File: src/rtl/cic_pkg.sv
// Shared CIC definitions: internal sample width and sizing helpers
// common to the interpolator and decimator.
package cic_pkg;

    localparam int CIC_DATA_W = 32;

    typedef logic signed [CIC_DATA_W-1:0] cic_data_t;

    function automatic int clog2(input longint v);
        int     r;
        longint x;
        r = 0;
        x = 1;
        while (x < v) begin
            x = x << 1;
            r++;
        end
        return r;
    endfunction

    // Register width needed for bit-exact results: input width plus log2 of the DC gain.
    function automatic int growth_width(input int in_w, input int n, input int r, input int m);
        longint g;
        g = 1;
        for (int i = 0; i < n; i++) g = g * longint'(r * m);
        return in_w + clog2(g / longint'(r));
    endfunction

endpackage

File: src/rtl/cic_comb_stage.sv
// One CIC comb stage: y = x - x[-M], advanced only when a sample token is present.
module cic_comb_stage import cic_pkg::*; #(
    parameter int M            = 1,
    parameter int OutDataWidth = CIC_DATA_W
) (
    input  logic                    clk50,
    input  logic                    rst,
    input  logic                    tok_i,
    input  logic [OutDataWidth-1:0] x_i,
    output logic                    tok_o,
    output logic [OutDataWidth-1:0] y_o
);

    logic [M-1:0][OutDataWidth-1:0] dly_q;
    logic                           tok_q;
    logic [OutDataWidth-1:0]        y_q;

    always_ff @(posedge clk50 or posedge rst) begin
        if (rst) begin
            dly_q <= '0;
            tok_q <= 1'b0;
            y_q   <= '0;
        end else begin
            tok_q <= tok_i;
            // The delay line is counted in samples, not clocks, so it only shifts on a token.
            if (tok_i) begin
                y_q      <= x_i - dly_q[M-1];
                dly_q[0] <= x_i;
                for (int i = 1; i < M; i++) dly_q[i] <= dly_q[i-1];
            end
        end
    end

    assign tok_o = tok_q;
    assign y_o   = y_q;

endmodule

File: src/rtl/cic_interpolator.sv
// CIC interpolator: one input per R clocks via rdy/nd handshake, N combs at the
// sample rate, zero-stuffing upsampler, N integrators at the clock rate.
module cic_interpolator import cic_pkg::*; #(
    parameter int N              = 4,
    parameter int M              = 1,
    parameter int InDataWidth    = 14,
    parameter int OutDataWidth   = CIC_DATA_W,
    parameter int InterpCntWidth = 7
) (
    input  logic                      clk50,
    input  logic                      rst,
    input  logic [InterpCntWidth-1:0] interp_factor_i,
    input  logic [InDataWidth-1:0]    data_i,
    input  logic                      data_nd_i,
    output logic                      data_rdy_o,
    output logic [OutDataWidth-1:0]   data_o,
    output logic                      data_valid_o,
    output logic                      underflow_o
);

    localparam int VW = 2 * N;
    localparam logic [InterpCntWidth-1:0] ONE = InterpCntWidth'(1);

    logic [InterpCntWidth-1:0] phase_q, phase_d, r_eff_q, r_eff_in;
    logic                      started_q, rdy_q, uflow_q, dvalid_q;
    logic                      in_tok_q;
    logic [OutDataWidth-1:0]   in_x_q, x_ext, up_x;
    logic [VW-1:0]             vld_pipe_q;
    logic [N:0]                tok;
    logic [N:0][OutDataWidth-1:0]   cx;
    logic [N-1:0][OutDataWidth-1:0] integ_q;

    always_comb begin
        r_eff_in = (interp_factor_i == '0) ? ONE : interp_factor_i;
        phase_d  = (phase_q >= r_eff_q - ONE) ? '0 : phase_q + ONE;
        x_ext    = {{(OutDataWidth-InDataWidth){data_i[InDataWidth-1]}}, data_i};
    end

    // Phase counter and request slot; the factor is only picked up when a period starts.
    always_ff @(posedge clk50 or posedge rst) begin
        if (rst) begin
            started_q <= 1'b0;
            phase_q   <= '0;
            r_eff_q   <= ONE;
            rdy_q     <= 1'b0;
        end else if (!started_q) begin
            started_q <= 1'b1;
            phase_q   <= '0;
            r_eff_q   <= r_eff_in;
            rdy_q     <= 1'b1;
        end else begin
            phase_q <= phase_d;
            rdy_q   <= (phase_d == '0);
            if (phase_d == '0) r_eff_q <= r_eff_in;
        end
    end

    // Sample capture: a missed slot still pushes a zero token so the comb rate stays fixed.
    always_ff @(posedge clk50 or posedge rst) begin
        if (rst) begin
            in_tok_q   <= 1'b0;
            in_x_q     <= '0;
            uflow_q    <= 1'b0;
            vld_pipe_q <= '0;
            dvalid_q   <= 1'b0;
        end else begin
            in_tok_q   <= rdy_q;
            in_x_q     <= (rdy_q && data_nd_i) ? x_ext : '0;
            if (rdy_q && !data_nd_i) uflow_q <= 1'b1;
            vld_pipe_q <= {vld_pipe_q[VW-2:0], rdy_q & data_nd_i};
            dvalid_q   <= dvalid_q | vld_pipe_q[VW-1];
        end
    end

    assign tok[0] = in_tok_q;
    assign cx[0]  = in_x_q;

    for (genvar k = 0; k < N; k++) begin : g_comb
        cic_comb_stage #(
            .M            (M),
            .OutDataWidth (OutDataWidth)
        ) u_comb (
            .clk50 (clk50),
            .rst   (rst),
            .tok_i (tok[k]),
            .x_i   (cx[k]),
            .tok_o (tok[k+1]),
            .y_o   (cx[k+1])
        );
    end

    assign up_x = tok[N] ? cx[N] : '0;

    always_ff @(posedge clk50 or posedge rst) begin
        if (rst) begin
            integ_q <= '0;
        end else begin
            integ_q[0] <= integ_q[0] + up_x;
            for (int k = 1; k < N; k++) integ_q[k] <= integ_q[k] + integ_q[k-1];
        end
    end

    assign data_rdy_o   = rdy_q;
    assign data_o       = integ_q[N-1];
    assign data_valid_o = dvalid_q;
    assign underflow_o  = uflow_q;

endmodule

File: config.mk
export PLATFORM = sky130hd
export DESIGN_NAME = cic_interpolator
export DESIGN_NICKNAME = d
export VERILOG_FILES = /design/src/rtl/cic_pkg.sv /design/src/rtl/cic_comb_stage.sv /design/src/rtl/cic_interpolator.sv
export SDC_FILE = /design/constraint.sdc
export NUM_CORES = 1
export LEC_CHECK = 0
export ABC_CLOCK_PERIOD_IN_PS = 19850
export CAP_MARGIN = 20
export CORE_UTILIZATION = 45
export CTS_CLUSTER_SIZE = 16
export DETAILED_ROUTE_END_ITERATION = 8
export PLACE_DENSITY = 0.59
export SKIP_CTS_REPAIR_TIMING = 1
export SLEW_MARGIN = 20
export SYNTH_ARGS = -nofsm -noshare
export SYNTH_HDL_FRONTEND = slang
export SYNTH_SLANG_ARGS = --single-unit
File: constraint.sdc
create_clock -name clk50 -period 19.85 [get_ports clk50]
set_input_delay 5.955 -clock clk50 [delete_from_list [all_inputs] [get_ports clk50]]
set_output_delay 5.955 -clock clk50 [all_outputs]
set_load 0.02 [all_outputs]
==> flow_metrics.env <==
export IMPL_drc=0
export IMPL_syn2layout_area_growth_pct=10.4
export IMPL_dieArea_sq_mm=0.0585
export IMPL_cts_max_path_buffers=3
export IMPL_synth_most_common_cell="dfrtp_1"
export IMPL_synth_top_area_frac=0.396
export IMPL_grt_met1_usage=0.216
export IMPL_placed_area_sq_mm=0.0270
export IMPL_crit_fanout=172
export IMPL_synthArstFlopShare=1.00
export IMPL_synth_commonest_cells="dfrtp_1, ha_1, nand2_1"
export IMPL_reg2reg_from="g_comb[3].u_comb.tok_o"
export IMPL_final_setup_skew_ns=0.0230
export IMPL_syn_num_nets=3041
export IMPL_slew_violations=0
export IMPL_cp_startpoint="rst"
export IMPL_r2r_worst_path_cells=12
export IMPL_min_period_over_period=0.447
export IMPL_grt_max_degree=173
export IMPL_dr_pass1_iters=7
export IMPL_worstPathRequired_ns=20.40
export IMPL_synth_edf_count=0
export IMPL_clkSinkCount=411
export IMPL_dieHeight_um=242
export IMPL_h_tree_depth=2
export IMPL_synth_distinct_cells=71
export IMPL_end_kind="asynchronous set/reset pin"
export IMPL_worst_slew_pin_slew_ns=1.05
export IMPL_yosys_register_bits=411
export IMPL_max_freq_mhz=113
export IMPL_status="completed"
export IMPL_drive_above_1_share=0.0682
export IMPL_synth_main_ff_cell="dfrtp_1"
export IMPL_numCtsBuffers=48
export IMPL_relSlewSlack=0.302
export IMPL_wl_per_cell_um=14.3
export IMPL_place_gp_congestion=0.925
export IMPL_finalSetupTns_ns=0
export IMPL_grt_pass1_vias=19271
export IMPL_vias=19062
export IMPL_hold_slack_ns=0.351
export IMPL_hold_violations=0
export IMPL_dieWidth_um=242
export IMPL_port_buffers=58
export IMPL_crit_type="in2async"
export IMPL_yosysTopAreaCell="dfrtp_1"
export IMPL_io_pins=59
export IMPL_ys_top_cells_by_area="dfrtp_1, ha_1, xnor2_1"
export IMPL_cts_root_buf="clkbuf_16"
export IMPL_drt_initial_drc_count=783
export IMPL_grt_overflow_total=0
export IMPL_grtUsageMet2=0.314
export IMPL_ant_nets=0
export IMPL_coreArea_sq_mm=0.0566
export IMPL_grt_usage=0.177
export IMPL_r2r_end="integ_q[31]"
export IMPL_start_util=0.458
export IMPL_gr_max_usage_layer="met2"
export IMPL_yosys_warnings=0
export IMPL_num_rows=87
export IMPL_insertion_delay_ns=0.61
export IMPL_hold_path_class="reg2reg"
export IMPL_cp_endpoint="g_comb[0].u_comb.tok_o"
export IMPL_regToRegSetupSlack_ns=16.20
export IMPL_use_met3=0.0215
export IMPL_critPathLaunchType="primary input"
export IMPL_ys_seq_area_frac=0.397
export IMPL_postLayoutCellArea_sq_mm=0.0286
export IMPL_final_core_util=0.505
export IMPL_wirelength_um=50800
export IMPL_arrival_ns=9.42
export IMPL_setup_viol=0
export IMPL_whs_path_depth=0
export IMPL_synthesis_area_sq_mm=0.0259
export IMPL_antenna_found_initial=0
export IMPL_clkTransAtPathRegs_ns=0.06
export IMPL_synth_cells=2763
export IMPL_grt_pass1_wl_um=88800
export IMPL_rsz0062_at_grt="false"
export IMPL_cts_tree="done"
export IMPL_antenna_cells=0
export IMPL_maxCapViolations=0
export IMPL_nNetsFinal=3043
export IMPL_period_needed_ns=8.87
export IMPL_avgSynthCellArea_sq_um=9.37
export IMPL_hpwl_um=37300
export IMPL_viasPerCell=5.36
worst max-delay path, stage by stage:
cell,delay (ns)
clkdlybuf4s50_1,0.49
inv_8,0.45
buf_4,0.79
buf_12,0.61
buf_4,0.86
cell families (layout without fill, tap and decap cells):
kind of cell               after synthesis  in the layout  share of synthesized area
AOI/OAI and AO/OA                      819            819                      0.195
other                                    1              1                   0.000145
xor gates and xnor gates               204            204                     0.0690
and+or+nand+nor                        676            676                      0.123
buffers and inverters                  309            346                     0.0495
DFF                                    411            411                      0.397
adders and majority gates              254            254                      0.127
muxes                                   89             89                     0.0386
placed cells by master, fill, tap and decap left out, types with 7 or more instances in the layout:
cell and count:
nand3_1 48, nor2b_1 43, clkdlybuf4s50_1 58, o31a_1 9, and4_1 8, o21ai_1 17, nand4_1 31, clkbuf_16 48
fa_1 14, clkbuf_8 11, o31ai_1 19, o21bai_1 23, a41oi_1 11, nor2_1 147, or2_2 8, inv_1 193
and2_1 40, a21o_1 127, o21ai_0 226, a31oi_1 18, a21oi_1 231, o211ai_1 18, or3_1 8, mux2_2 86
a21boi_0 7, nand2_1 239, and3_1 33, clkbuf_1 11, dfrtp_1 406, o21a_1 34, nand2b_1 21, xnor2_1 142
nor3_1 35, xor2_1 62, a211oi_1 21, ha_1 240
area by class of cell:
| cell class | count | area, sq um |
|---|---|---|
| fillers | 5152 | 28000 |
| repair buffers | 65 | 646 |
| clock inverters | 15 | 235 |
| inverters | 196 | 743 |
| multi-input cells | 2043 | 14300 |
| well taps | 756 | 946 |
| flip-flops and latches | 411 | 10300 |
| clock buffers | 70 | 1390 |
stage by stage:
| step | worst slack (ns) | std cells |
|---|---|---|
| after CTS | 10.72 | 3556 |
| after detailed placement | 10.05 | 3471 |
| after floorplan | 2.46 | 2763 |
| after global routing | 10.29 | 3556 |
| after global placement | 10.11 | 3471 |
| final | 10.98 | 3556 |
state kept, by name (all words and copies together) (netlist names):
register and cells:
data_o 32, data_rdy_o 1, data_valid_o 1, g_comb.u_comb.dly_q 110
g_comb.u_comb.tok_o 4, g_comb.u_comb.y_o 128, in_tok_q 1, in_x_q 14
integ_q 96, phase_q 7, r_eff_q 7, started_q 1
underflow_o 1, vld_pipe_q 8
metal layers:
layer	part of all wire	up-vias	wire (um)
met5	0	-	0
met4	0.034	0	1730
met3	0.026	124	1310
met2	0.49	311	24700
met1	0.45	8886	23000
li1	-	9741	-
worst min path at each step:
stage,from,endpoint
after floorplan,vld_pipe_q[0],vld_pipe_q[1]
after global placement,vld_pipe_q[1],vld_pipe_q[2]
after detailed placement,vld_pipe_q[6],vld_pipe_q[7]
after CTS,vld_pipe_q[4],vld_pipe_q[5]
after global routing,vld_pipe_q[4],vld_pipe_q[5]
final,vld_pipe_q[4],vld_pipe_q[5]
Power is left out: the tool's default activity adds up to more than one toggle a clock period on the data nets, which glitch-free logic cannot reach.
==> edit, RTL diff (same flow settings) <==
Set the parameter `InDataWidth` to 10 (it was 14).
--- a/src/rtl/cic_interpolator.sv
+++ b/src/rtl/cic_interpolator.sv
@@ -3,7 +3,7 @@
 module cic_interpolator import cic_pkg::*; #(
     parameter int N              = 4,
     parameter int M              = 1,
-    parameter int InDataWidth    = 14,
+    parameter int InDataWidth    = 10,
     parameter int OutDataWidth   = CIC_DATA_W,
     parameter int InterpCntWidth = 7
 ) (
Interface: changed (resized data_i); port bits go from 59 to 55. The function was not compared with the original's and may differ.
==> edit against the original RTL <==
Global-route usage shrank 0.32 points; sequential cell count is 8 lower; worst setup slack improved by 0.036 ns; cell count is 4.1% lower; wire length fell by 6.2%; non-clock buffer count is 4 lower; area after synthesis is 3.0% lower; via count shrank 5.6%; final area fell by 2.8%; critical path type unchanged; critical endpoint unchanged.
Power is left out: the tool's default activity adds up to more than one toggle a clock period on the data nets, which glitch-free logic cannot reach.
==> edit: results (changes against the original RTL) <==
rr_worst_depth: 12  # unchanged
synth_area_leaders: "dfrtp_1, ha_1, xnor2_1"
grtUsageTotal: 0.173  # -0.00324
status: "completed"
clockRootBuffer: "clkbuf_16"
final_nets: 2903  # -4.6%
place_congestion: 0.938  # +1.4%
muxShareOfSynthArea: 0.0412  # +0.00261
placed_cells: 3323  # -4.3%
synth-adder-area-share: 0.135  # +0.00837
grt_max_degree: 142  # -18%
drive_above_1_share: 0.0766  # +0.00839
syn_avg_cell_area_um2: 9.58  # +2.2%
wl_per_cell_um: 14.0  # -2.2%
skew_ns: 0.0159  # -0.00716 ns
diodes: 0  # unchanged
slew_headroom: 0.365  # +0.0625
ys_warn_count: 0  # unchanged
cp_data_arrival_time_ns: 9.36  # -0.06 ns
first_iter_violations: 825  # +5.4%
clk_pin_slew_worst_paths_ns: 0.06  # about the same
place_hpwl_um: 34700  # -6.9%
antenna_found_initial: 0  # unchanged
route.detailed.drc: 0  # unchanged
r2r_setup_slack_ns: 15.82  # -0.38 ns
routed_wl_um: 47600  # -6.2%
met3_length_um: 1380  # +4.7%
largest_reg_flops: 128  # unchanged
netlist-cell-type-count: 73  # +2.8%
numPortBuffers: 54  # -6.9%
grt_pass1_vias: 17973  # -6.7%
async_flop_share: 1.00  # unchanged
synth_xor_area_frac: 0.0750  # +0.00601
timing.final.crit_share: 0.445  # -0.00182
place_ws_ns: 10.09  # +0.0395 ns
clock_path_buffers: 3  # unchanged
hold_path.class: "register to register"
wl_met1_um: 21800  # -5.1%
yosysSeqAreaShare: 0.402  # +0.00452
cts.htree.levels: 2  # unchanged
hold_depth: 0  # unchanged
cap_violations: 0  # unchanged
syn_nets: 2899  # -4.7%
top_layer_used: "met4"
avgViaCountPerCell: 5.27  # -1.6%
synth_top_cells_by_count: "dfrtp_1, ha_1, nand2_1"
crit_fanout: 141  # -18%
grt_pass1_wl_um: 83200  # -6.3%
met2_length_um: 23200  # -6.1%
clk_latency_ns: 0.59  # -0.02 ns
hp-start: "vld_pipe_q[6]"
synth-compound-area-share: 0.182  # -0.0136
detail_route.first_pass.iterations: 7  # unchanged
cp-startpoint: "rst"
edit: changes by cell type after synthesis, moves of 11 or more:
cell / delta
a21o_1: -11
nand2_1: -11
a21oi_1: -33
xor2_1: +13
inv_1: -21
o211ai_1: -11
edit: worst paths after layout:
kind | endpoint
min in group asynchronous | data_o[1]
hold / removal | vld_pipe_q[7]
setup reg to reg | integ_q[31]
setup / recovery | g_comb[0].u_comb.tok_o
hold reg to reg | vld_pipe_q[7]
max in group clk50 | data_rdy_o
edit: cell type report:
| class | count | area (µm²) |
|---|---|---|
| multi-input cells | 1936 | 13800 |
| fillers | 5055 | 27300 |
| flip-flops and latches | 403 | 10100 |
| clock buffers | 71 | 1420 |
| clock inverters | 17 | 218 |
| repair buffers | 61 | 606 |
| inverters | 175 | 664 |
| well taps | 748 | 936 |
edit: stage by stage:
stage               hold WS [ns]  utilization  instance area [µm²]
floorplan                  0.331            -                25100
global placement           0.333        0.474                26100
detailed placement         0.337        0.474                26100
CTS                        0.345        0.504                27800
global route               0.348        0.504                27800
finish                     0.343        0.504                27800
edit: cell families after synthesis:
| logic type | Yosys count |
|---|---|
| DFF | 403 |
| buffers and inverters | 282 |
| AOI/OAI and AO/OA | 734 |
| adders and majority gates | 258 |
| other | 1 |
| and+or+nand+nor | 636 |
| muxes | 92 |
| xor gates and xnor gates | 215 |
edit: layer usage:
metal	track usage	up-vias
met4	0.0602	0
met5	0	-
met2	0.306	253
met3	0.0256	84
met1	0.215	8470
li1	-	9182
edit: critical path, cell delays in order:
cell and delay [ns]:
clkdlybuf4s50_1 0.49, inv_8 0.62, buf_4 0.74, buf_12 0.60
buf_4 0.84
